<file path="src/rtl/cpu_pkg.sv">
// Shared types and helpers for the load/store unit: access sizes, FSM states,
// size decoding and alignment checks.
package cpu_pkg;

    typedef enum logic [2:0] {
        MEM_B  = 3'b000,
        MEM_H  = 3'b001,
        MEM_W  = 3'b010,
        MEM_BU = 3'b100,
        MEM_HU = 3'b101
    } mem_size_e;

    typedef enum logic [1:0] {
        LSU_IDLE       = 2'd0,
        LSU_LOAD_WAIT  = 2'd1,
        LSU_STORE_WAIT = 2'd2,
        LSU_RESP       = 2'd3
    } lsu_state_e;

    // Reserved encodings fall back to a full word.
    function automatic logic [2:0] size_to_bytes(input mem_size_e size);
        case (size)
            MEM_B, MEM_BU: size_to_bytes = 3'd1;
            MEM_H, MEM_HU: size_to_bytes = 3'd2;
            default:       size_to_bytes = 3'd4;
        endcase
    endfunction

    // Reserved encodings are reported as faulting accesses.
    function automatic logic access_misaligned(input logic [2:0] funct3, input logic [1:0] addr_lo);
        case (funct3)
            MEM_B, MEM_BU: access_misaligned = 1'b0;
            MEM_H, MEM_HU: access_misaligned = addr_lo[0];
            MEM_W:         access_misaligned = |addr_lo;
            default:       access_misaligned = 1'b1;
        endcase
    endfunction

endpackage

</file>
<file path="src/rtl/lsu_load_extend.sv">
// Combinational load-data formatter: selects the low byte/half/word of the raw
// memory word and sign- or zero-extends it according to funct3.
module lsu_load_extend
    import cpu_pkg::*;
(
    input  logic [2:0]  funct3_i,
    input  logic [31:0] raw_i,
    output logic [31:0] data_o
);

    // Size/sign selection of the fetched word.
    always_comb begin
        data_o = raw_i;
        case (funct3_i)
            MEM_B:   data_o = {{24{raw_i[7]}}, raw_i[7:0]};
            MEM_H:   data_o = {{16{raw_i[15]}}, raw_i[15:0]};
            MEM_BU:  data_o = {24'h00_0000, raw_i[7:0]};
            MEM_HU:  data_o = {16'h0000, raw_i[15:0]};
            default: data_o = raw_i;
        endcase
    end

endmodule

</file>
<file path="src/rtl/load_store_unit.sv">
// Single-outstanding load/store unit between execute and the memory data port.
// Optional feature macro: LSU_MISALIGN_TRAP_EN (fault misaligned/illegal accesses).
module load_store_unit
    import cpu_pkg::*;
#(
    parameter int MEM_READ_LATENCY = 1,
    parameter int XLEN             = 32
) (
    input  logic            clk,
    input  logic            rst,
    input  logic            req_valid,
    output logic            req_ready,
    input  logic            req_is_store,
    input  logic [2:0]      req_funct3,
    input  logic [XLEN-1:0] req_addr,
    input  logic [XLEN-1:0] req_wdata,
    input  logic [4:0]      req_rd,
    output logic            resp_valid,
    output logic [XLEN-1:0] resp_data,
    output logic [4:0]      resp_rd,
    output logic            resp_fault,
    output logic [XLEN-1:0] mem_fetch_addr,
    input  logic [XLEN-1:0] mem_fetched_data,
    output logic [2:0]      mem_bytes_to_write,
    output logic [XLEN-1:0] mem_write_addr,
    output logic [XLEN-1:0] mem_write_data,
    output logic            mem_write_data_valid,
    input  logic            mem_write_done
);

    localparam int CNT_W = (MEM_READ_LATENCY > 1) ? $clog2(MEM_READ_LATENCY) : 1;
    localparam logic [CNT_W-1:0] LAT_LAST = CNT_W'(MEM_READ_LATENCY - 1);

    lsu_state_e      state_q, state_d;
    logic [CNT_W-1:0] cnt_q, cnt_d;
    logic [2:0]      funct3_q, funct3_d;
    logic [4:0]      rd_q, rd_d;
    logic            ready_q, ready_d;
    logic            resp_valid_q, resp_valid_d;
    logic [XLEN-1:0] resp_data_q, resp_data_d;
    logic [4:0]      resp_rd_q, resp_rd_d;
    logic            resp_fault_q, resp_fault_d;
    logic [XLEN-1:0] fetch_addr_q, fetch_addr_d;
    logic [2:0]      bytes_q, bytes_d;
    logic [XLEN-1:0] waddr_q, waddr_d;
    logic [XLEN-1:0] wdata_q, wdata_d;
    logic            wvalid_q, wvalid_d;
    logic [31:0]     ext_data_s;
    logic            access_fault_s;

    lsu_load_extend u_extend (
        .funct3_i (funct3_q),
        .raw_i    (mem_fetched_data[31:0]),
        .data_o   (ext_data_s)
    );

`ifdef LSU_MISALIGN_TRAP_EN
    assign access_fault_s = access_misaligned(req_funct3, req_addr[1:0]);
`else
    assign access_fault_s = 1'b0;
`endif

    // Next-state and registered-output logic for the request FSM.
    always_comb begin
        state_d      = state_q;
        cnt_d        = cnt_q;
        funct3_d     = funct3_q;
        rd_d         = rd_q;
        resp_valid_d = resp_valid_q;
        resp_data_d  = resp_data_q;
        resp_rd_d    = resp_rd_q;
        resp_fault_d = resp_fault_q;
        fetch_addr_d = fetch_addr_q;
        bytes_d      = bytes_q;
        waddr_d      = waddr_q;
        wdata_d      = wdata_q;
        wvalid_d     = wvalid_q;
        case (state_q)
            LSU_IDLE: begin
                if (req_valid) begin
                    funct3_d = req_funct3;
                    rd_d     = req_rd;
                    if (access_fault_s) begin
                        state_d      = LSU_RESP;
                        resp_valid_d = 1'b1;
                        resp_fault_d = 1'b1;
                        resp_data_d  = '0;
                        resp_rd_d    = 5'd0;
                    end else if (req_is_store) begin
                        state_d  = LSU_STORE_WAIT;
                        waddr_d  = req_addr;
                        wdata_d  = req_wdata;
                        bytes_d  = size_to_bytes(mem_size_e'(req_funct3));
                        wvalid_d = 1'b1;
                    end else begin
                        state_d      = LSU_LOAD_WAIT;
                        fetch_addr_d = req_addr;
                        cnt_d        = '0;
                    end
                end else begin
                    state_d = LSU_IDLE;
                end
            end
            LSU_LOAD_WAIT: begin
                // Capture on the MEM_READ_LATENCY-th edge after the address changed.
                if (cnt_q == LAT_LAST) begin
                    state_d      = LSU_RESP;
                    resp_valid_d = 1'b1;
                    resp_fault_d = 1'b0;
                    resp_data_d  = XLEN'(ext_data_s);
                    resp_rd_d    = rd_q;
                end else begin
                    cnt_d = cnt_q + CNT_W'(1);
                end
            end
            LSU_STORE_WAIT: begin
                if (mem_write_done) begin
                    state_d      = LSU_RESP;
                    wvalid_d     = 1'b0;
                    bytes_d      = 3'd0;
                    resp_valid_d = 1'b1;
                    resp_fault_d = 1'b0;
                    resp_data_d  = '0;
                    resp_rd_d    = 5'd0;
                end else begin
                    state_d = LSU_STORE_WAIT;
                end
            end
            LSU_RESP: begin
                state_d      = LSU_IDLE;
                resp_valid_d = 1'b0;
            end
            default: begin
                state_d      = LSU_IDLE;
                resp_valid_d = 1'b0;
                wvalid_d     = 1'b0;
                bytes_d      = 3'd0;
            end
        endcase
        ready_d = (state_d == LSU_IDLE);
    end

    // State and output registers; reset abandons any in-flight write.
    always_ff @(posedge clk or negedge rst) begin
        if (!rst) begin
            state_q      <= LSU_IDLE;
            cnt_q        <= '0;
            funct3_q     <= 3'd0;
            rd_q         <= 5'd0;
            ready_q      <= 1'b1;
            resp_valid_q <= 1'b0;
            resp_data_q  <= '0;
            resp_rd_q    <= 5'd0;
            resp_fault_q <= 1'b0;
            fetch_addr_q <= '0;
            bytes_q      <= 3'd0;
            waddr_q      <= '0;
            wdata_q      <= '0;
            wvalid_q     <= 1'b0;
        end else begin
            state_q      <= state_d;
            cnt_q        <= cnt_d;
            funct3_q     <= funct3_d;
            rd_q         <= rd_d;
            ready_q      <= ready_d;
            resp_valid_q <= resp_valid_d;
            resp_data_q  <= resp_data_d;
            resp_rd_q    <= resp_rd_d;
            resp_fault_q <= resp_fault_d;
            fetch_addr_q <= fetch_addr_d;
            bytes_q      <= bytes_d;
            waddr_q      <= waddr_d;
            wdata_q      <= wdata_d;
            wvalid_q     <= wvalid_d;
        end
    end

    assign req_ready            = ready_q;
    assign resp_valid           = resp_valid_q;
    assign resp_data            = resp_data_q;
    assign resp_rd              = resp_rd_q;
    assign resp_fault           = resp_fault_q;
    assign mem_fetch_addr       = fetch_addr_q;
    assign mem_bytes_to_write   = bytes_q;
    assign mem_write_addr       = waddr_q;
    assign mem_write_data       = wdata_q;
    assign mem_write_data_valid = wvalid_q;

endmodule

</file>
<file path="config.mk">
export PLATFORM = sky130hd
export DESIGN_NAME = load_store_unit
export DESIGN_NICKNAME = d
export VERILOG_FILES = /design/src/rtl/cpu_pkg.sv /design/src/rtl/lsu_load_extend.sv /design/src/rtl/load_store_unit.sv
export SDC_FILE = /design/constraint.sdc
export NUM_CORES = 1
export LEC_CHECK = 0
export ABC_AREA = 1
export BUFFER_PORTS_ARGS = -buffer_cell sky130_fd_sc_hd__buf_2
export CAP_MARGIN = 40
export CORE_ASPECT_RATIO = 0.8
export CORE_UTILIZATION = 35
export CTS_BUF_LIST = sky130_fd_sc_hd__clkbuf_16
export DETAILED_ROUTE_END_ITERATION = 16
export PLACE_DENSITY_LB_ADDON = 0.25
export SLEW_MARGIN = 20
export SYNTH_ARGS = -nofsm -noshare
export SYNTH_HDL_FRONTEND = slang
export SYNTH_SLANG_ARGS = --single-unit
</file>
<file path="constraint.sdc">
create_clock -name clk -period 2.5 [get_ports clk]
set_clock_uncertainty 0.15 [all_clocks]
set_input_delay 0.25 -clock clk [delete_from_list [all_inputs] [get_ports clk]]
set_output_delay 0.25 -clock clk [all_outputs]
set_load 0.02 [all_outputs]
</file>
**After elaboration in Yosys (flattened, before gate mapping)**

Cells that the tools add are included.

- Add/sub/neg operators: 1
- Multiply operators: 0
- Divide/modulo/power cells: 0
- Order comparisons: 0
- Equality and inequality tests: 14
- Shift operators: 0
- Mux-type cells: 30
- Bitwise logic cells: 2
- Reductions and logical operators: 16

Operator list:

| cell | number |
|---|---|
| case mux 32 bit (4 select lines) | 1 |
| two-way mux 32 bit | 2 |
| case mux 32 bit (2 select lines) | 1 |
| AND reduction 3 bit | 5 |
| == test 3 bit (second input constant) | 4 |
| case mux 3 bit (2 select lines) | 2 |
| two-way mux 1 bit | 10 |
| two-way mux 5 bit | 2 |
| inequality test 2 bit (second input constant) | 5 |
| case mux 5 bit (2 select lines) | 1 |
| two-way mux 3 bit | 3 |
| case mux 2 bit (4 select lines) | 1 |
| == test 3 x 1 -> 1 bit (second input constant) | 2 |
| logical NOT 3 bit | 2 |
| two-way mux 2 bit | 3 |
| case mux 1 bit (2 select lines) | 3 |
| nonzero test 2 bit | 3 |
| == test 2 bit (second input constant) | 2 |
| logical NOT 2 bit | 2 |
| AND reduction 4 bit | 1 |
| OR reduction 2 bit | 2 |
| case mux 1 bit (3 select lines) | 1 |
| == test 2 x 1 -> 1 bit (second input constant) | 1 |
| inverter 1 bit | 2 |
| 2 further kinds | 2 |

- Flip-flop bits (word level): 151
- Bits in latches: 0
- Memory bits (writable): 0
- Memory bits (read-only): 0
- Output and inout bits: 140
- Memories kept: 0

**Logic depth before layout (Yosys ltp)**

- Word-level depth: 6
- Gate-level depth with buffers: 9
- Depth with buffers taken out: 8

**Hierarchy**

A second synthesis with hierarchy kept.

- Cell total of the unflattened synthesis: 705
- Area total of the unflattened synthesis: 6317.3 µm²

By module, submodules not included:

| module | times used | cells each | area an instance (µm²) |
|---|---|---|---|
| load_store_unit | 1 | 635 | 5928.2 |
| lsu_load_extend | 1 | 70 | 389.1 |

**Worst setup path after synthesis**

Ideal clock, no wire load.

- Kind: flip-flop to flip-flop
- Start point: reg state_q[0]
- End point: reg wdata_q[10], in the netlist mem_write_data[10]
- Setup time: 0.117 ns
- Arrival: 1.357 ns
- Data required time: 2.233 ns
- Slack: 0.876 ns
- Stages on the path, launching flop included: 10
- Path buffers: 2
- Path through: dfrtp_1 -> inv_1 -> ha_1 -> nand2_4 -> nor2_8 -> inv_2 -> buf_6 -> buf_2 -> nand2_1 -> nand2_1

- Cells in the longest elaborated chain, start to end: 2

Ends and longest elaborated chain:

| element | line | RTL |
|---|---|---|
| start, declared | load_store_unit.sv:34 | `lsu_state_e state_q, state_d;` |
| start signal, assigned | load_store_unit.sv:161 | `state_q <= state_d;` |
| logical NOT 2 bit | load_store_unit.sv:78 | `case (state_q)` |
| AND reduction 3 bit (no line) | -- |  |
| end signal, assigned | load_store_unit.sv:173 | `wdata_q <= wdata_d;` |
| end, declared | load_store_unit.sv:46 | `logic [XLEN-1:0] wdata_q, wdata_d;` |

Every way passes these cells.
A chain may end at the register's enable or synchronous reset.

**Final worst setup path**

- Start point: reg state_q[0]
- End point: reg fetch_addr_q[27], in the netlist mem_fetch_addr[27]

- Cells in the longest elaborated chain, start to end: 2

Ends and longest elaborated chain:

| element | line | RTL |
|---|---|---|
| logical NOT 2 bit | load_store_unit.sv:78 |  |
| AND reduction 3 bit (no line) | -- |  |
| end signal, assigned | load_store_unit.sv:170 | `fetch_addr_q <= fetch_addr_d;` |
| end, declared | load_store_unit.sv:43 | `logic [XLEN-1:0] fetch_addr_q, fetch_addr_d;` |

Every way passes these cells.

==> impl_results.html <==
<table>
<tr><th>Metric</th><th>Value</th></tr>
<tr><th colspan="2">Worst hold path</th></tr>
<tr><td>Hold Path Origin</td><td>mem_fetched_data[16]</td></tr>
<tr><td>Worst hold path cell count</td><td>3</td></tr>
<tr><td>Worst-case hold path end point</td><td>resp_data[16]$_DFFE_PN0P_</td></tr>
<tr><td>Worst min path class</td><td>in2reg</td></tr>
<tr><th colspan="2">Setup path</th></tr>
<tr><td>Delay of the slowest cell on the worst path</td><td>roughly 400 ps</td></tr>
<tr><td>Startpoint of the lowest-slack register-to-register path</td><td>state_q[0]$_DFF_PN0_</td></tr>
<tr><td>Worst EP required</td><td>2660 ps</td></tr>
<tr><td>Sequence of cells on the critical path</td><td>inv_1 &gt; ha_1 &gt; nand2_4 &gt; inv_2 &gt; nand2_4 &gt; o21ai_0</td></tr>
<tr><td>CP delay by family, top</td><td>simple AND/OR/NAND/NOR gates</td></tr>
<tr><td>Worst setup EP type</td><td>flop</td></tr>
<tr><td>Number of buffers and inverters on the critical path</td><td>2</td></tr>
<tr><td>Number of cell instances on the worst register-to-register path</td><td>6</td></tr>
<tr><td>Arrival time of the worst setup path</td><td>2160 ps</td></tr>
<tr><td>Maximum fanout along the worst path</td><td>between 60 and 70</td></tr>
<tr><td>Critical R2R Capture</td><td>mem_fetch_addr[27]$_DFFE_PN0P_</td></tr>
<tr><td>Worst setup slack for register-to-register paths</td><td>510 ps</td></tr>
<tr><td>Critical path start-end classification</td><td>reg2reg</td></tr>
<tr><td>Most common cell on crit path</td><td>sky130_fd_sc_hd__nand2_4</td></tr>
<tr><td>Highest-delay cell along the critical path</td><td>sky130_fd_sc_hd__dfrtp_1</td></tr>
<tr><td>Nature of the critical path startpoint</td><td>flop</td></tr>
<tr><th colspan="2">Clock network</th></tr>
<tr><td>Number of buffers on the longest clock path</td><td>2</td></tr>
<tr><td>CTS Sinks</td><td>149</td></tr>
<tr><td>Clock-pin slew on the worst setup and hold paths</td><td>around 60 ps</td></tr>
<tr><td>TritonCTS clock tree</td><td>yes</td></tr>
<tr><td>CTS root buf</td><td>sky130_fd_sc_hd__clkbuf_16</td></tr>
<tr><td>Post-CTS setup-driven buffer insertion count</td><td>0</td></tr>
<tr><td>Number of CTS-inserted buffers</td><td>17</td></tr>
<tr><td>H-tree lvl count</td><td>4</td></tr>
<tr><td>Latest clock arrival within the worst-skew pair</td><td>~420 ps</td></tr>
<tr><th colspan="2">Placement</th></tr>
<tr><td>Gpl congestion</td><td>0.762</td></tr>
<tr><td>Half-perimeter wire length of the detailed placement result</td><td>about 10000 um</td></tr>
<tr><td>Count of buffers from port buffering</td><td>247</td></tr>
<tr><th colspan="2">STA</th></tr>
<tr><td>Final slew viol count</td><td>0</td></tr>
<tr><td>Worst-case headroom to the max-slew limit</td><td>0.600</td></tr>
<tr><td>RSZ-0062 raised after global routing</td><td>false</td></tr>
<tr><td>Post-route fraction of the period consumed by the critical path</td><td>0.797</td></tr>
<tr><td>Setup violators final</td><td>0</td></tr>
<tr><td>Number of hold-slack violations in the final timing report</td><td>0</td></tr>
<tr><td>Sum Neg Setup Slack</td><td>0 ps</td></tr>
<tr><td>Upper clock frequency limit</td><td>502 MHz</td></tr>
<tr><td>Slew at the pin closest to its max-slew limit</td><td>around 600 ps</td></tr>
<tr><td>Post-layout min period</td><td>between 1500 and 2000 ps</td></tr>
<tr><th colspan="2">Routing</th></tr>
<tr><td>Wire length per cell after detailed routing</td><td>approximately 13 um</td></tr>
<tr><td>Number of DRC violations after detailed routing</td><td>0</td></tr>
<tr><td>1st-pass router iterations</td><td>4</td></tr>
<tr><td>DRT antenna net count</td><td>0</td></tr>
<tr><td>Final Routed Wirelength</td><td>16100 um</td></tr>
<tr><td>Detail-routed via count per cell</td><td>4.34</td></tr>
<tr><td>Total via count after detailed routing</td><td>~5200</td></tr>
<tr><td>DRC violation total after the first TritonRoute iteration</td><td>slightly below 200</td></tr>
<tr><th colspan="2">Synthesis</th></tr>
<tr><td>Post-synthesis cell type count</td><td>21</td></tr>
<tr><td>Number of storage elements in the synthesis netlist</td><td>149</td></tr>
<tr><td>Sequential fraction of the synthesis area</td><td>0.640</td></tr>
<tr><td>YS warnings</td><td>0</td></tr>
<tr><td>Syn Area/Cell</td><td>roughly 9.3 sq um</td></tr>
<tr><td>Post-synth net total</td><td>~740</td></tr>
<tr><td>Cell count after synthesis</td><td>625</td></tr>
<tr><td>Synthesized cell area</td><td>0.00583 sq mm</td></tr>
<tr><th colspan="2">Layout</th></tr>
<tr><td>Post-layout utilization of the core</td><td>0.552</td></tr>
<tr><td>Commonest non-fill, non-tap cells in the layout</td><td>sky130_fd_sc_hd__nand2_1 (251), sky130_fd_sc_hd__buf_2 (246), sky130_fd_sc_hd__dfrtp_1 (148)</td></tr>
<tr><td>Antenna Cells</td><td>0</td></tr>
<tr><td>Fraction of layout instances using a drive strength above 1</td><td>0.297</td></tr>
<tr><td>Net count, final</td><td>1088</td></tr>
<tr><td>Most common cell after layout, fill and taps aside</td><td>sky130_fd_sc_hd__nand2_1</td></tr>
<tr><td>P&amp;R area growth vs syn</td><td>51.6%</td></tr>
<tr><th colspan="2">Die</th></tr>
<tr><td>Core region area</td><td>approximately 0.016 sq mm</td></tr>
<tr><td>Std-Cell Rows</td><td>41</td></tr>
<tr><td>Die area</td><td>between 0.015 and 0.02 sq mm</td></tr>
<tr><td>Vertical extent of the die</td><td>117 um</td></tr>
<tr><td>Overall die width</td><td>146 um</td></tr>
<tr><td>Starting utilization of the core area</td><td>0.364</td></tr>
<tr><td>IO Count</td><td>249</td></tr>
<tr><th colspan="2">GRT</th></tr>
<tr><td>First-pass GRT wire length</td><td>26300 um</td></tr>
<tr><td>GRT Total Usage</td><td>0.194</td></tr>
<tr><td>Initial antenna violation count</td><td>0</td></tr>
<tr><td>Gr ovfl total</td><td>0</td></tr>
<tr><td>Pin count of the biggest net entering global routing</td><td>97</td></tr>
<tr><td>Number of global-route vias before repair</td><td>5242</td></tr>
<tr><th colspan="2">Pwr</th></tr>
<tr><td>Power density over the cells</td><td>1240 mW/mm^2</td></tr>
<tr><td>Largest voltage drop on the vdd net</td><td>0.000559 V</td></tr>
<tr><td>Leakage power of the design</td><td>0.00486 uW</td></tr>
<tr><th colspan="2">Run</th></tr>
<tr><td>Number of max-capacitance violations reported</td><td>0</td></tr>
<tr><th colspan="2">Outcome</th></tr>
<tr><td>Result of the run</td><td>completed</td></tr>
</table>
synth_stat cells:
cell type / instances / area [sq um]
sky130_fd_sc_hd__clkbuf_1: 7 / 26.3
sky130_fd_sc_hd__inv_1: 47 / 176
sky130_fd_sc_hd__dfstp_2: 1 / 26.3
sky130_fd_sc_hd__nand2_1: 251 / 942
sky130_fd_sc_hd__ha_1: 5 / 62.6
sky130_fd_sc_hd__buf_4: 1 / 7.51
sky130_fd_sc_hd__nor2_2: 1 / 6.26
sky130_fd_sc_hd__a21oi_1: 2 / 10.0
sky130_fd_sc_hd__dfrtp_1: 148 / 3700
sky130_fd_sc_hd__buf_2: 15 / 75.1
sky130_fd_sc_hd__buf_6: 5 / 56.3
sky130_fd_sc_hd__inv_2: 2 / 7.51
sky130_fd_sc_hd__nor2_4: 1 / 11.3
sky130_fd_sc_hd__nor2_8: 1 / 20.0
sky130_fd_sc_hd__nand2_4: 2 / 22.5
sky130_fd_sc_hd__conb_1: 1 / 3.75
sky130_fd_sc_hd__a21oi_4: 1 / 16.3
sky130_fd_sc_hd__nor2_1: 12 / 45.0
sky130_fd_sc_hd__nand3_1: 7 / 35.0
sky130_fd_sc_hd__o21ai_1: 11 / 55.1
sky130_fd_sc_hd__o21ai_0: 104 / 521
area by class of cell:
| cell class | instances | area (sq um) |
|---|---|---|
| Inverter | 49 | 184 |
| Multi-Input combinational cell | 399 | 1750 |
| Timing Repair Buffer | 358 | 2360 |
| Clock buffer | 17 | 425 |
| Clock inverter | 15 | 118 |
| Tap cell | 215 | 269 |
| Sequential cell | 149 | 3730 |
| Fill cell | 1458 | 7170 |
cell families after synthesis:
kind of cell	count (synthesis)	synth area share
AO/OA/AOI/OAI	118	0.103
flip-flops	149	0.640
buffers and inverters	77	0.0599
adder cells (fa/ha/maj)	5	0.0107
AND/OR/NAND/NOR	275	0.186
other	1	0.000643
flip-flops by register name (all words and copies together) (netlist names):
name and flops:
mem_fetch_addr 32, resp_valid 1, mem_write_data 32, req_ready 1, state_q 2, mem_write_data_valid 1
mem_bytes_to_write 3, mem_write_addr 32, resp_rd 5, rd_q 5, resp_data 32, funct3_q 3
metrics by stage:
| step | power [uW] | hold slack [ps] | instance area, sq um | cells | setup WS [ps] |
|---|---|---|---|---|---|
| CTS | 11000 | 2.70 | 8830 | 1202 | 456 |
| floorplan | 6860 | -196 | 5830 | 625 | 876 |
| global placement | 8430 | 123 | 7260 | 1067 | 626 |
| finish | 10900 | 21.3 | 8830 | 1202 | 506 |
| global route | 11700 | 32.5 | 8830 | 1202 | 267 |
| detailed placement | 8480 | 120 | 7260 | 1067 | 489 |
metal layers:
metal | up-vias | track usage | share of wire
met4 | 0 | 0.0736 | 0.018
met3 | 22 | 0.0599 | 0.065
met1 | 2379 | 0.253 | 0.47
met5 | - | 0 | 0
li1 | 2650 | - | -
met2 | 169 | 0.302 | 0.45
tightest hold or removal path: cells and delay by family:
family          cells  cell delay, ps
buf+inv             1              70
compound gates      2             230
power by group:
part	switching (uW)	internal, uW
sequential	579	3520
clock	993	1350
combinational	3000	1470
total	4570	6350
timing repair:
| item | in CTS | in global routing |
|---|---|---|
| hold endpoints to repair | 192 | 0 |
| resized for setup | 0 | 0 |
| hold buffers | 103 | 0 |
| endpoints found under the setup margin | 0 | 0 |
how the worst max path moves through the flow:
stage | start | endpoint | cells after the start
after floorplan | state_q[0]$_DFF_PN0_ | mem_write_data[10]$_DFFE_PN0P_ | 9
after global placement | state_q[0]$_DFF_PN0_ | mem_fetch_addr[8]$_DFFE_PN0P_ | 7
after detailed placement | state_q[0]$_DFF_PN0_ | mem_fetch_addr[18]$_DFFE_PN0P_ | 6
after CTS | state_q[0]$_DFF_PN0_ | mem_fetch_addr[27]$_DFFE_PN0P_ | 6
after global routing | state_q[0]$_DFF_PN0_ | mem_fetch_addr[22]$_DFFE_PN0P_ | 6
final | state_q[0]$_DFF_PN0_ | mem_fetch_addr[27]$_DFFE_PN0P_ | 6
Note: power is estimated with default switching activity, not from simulation.
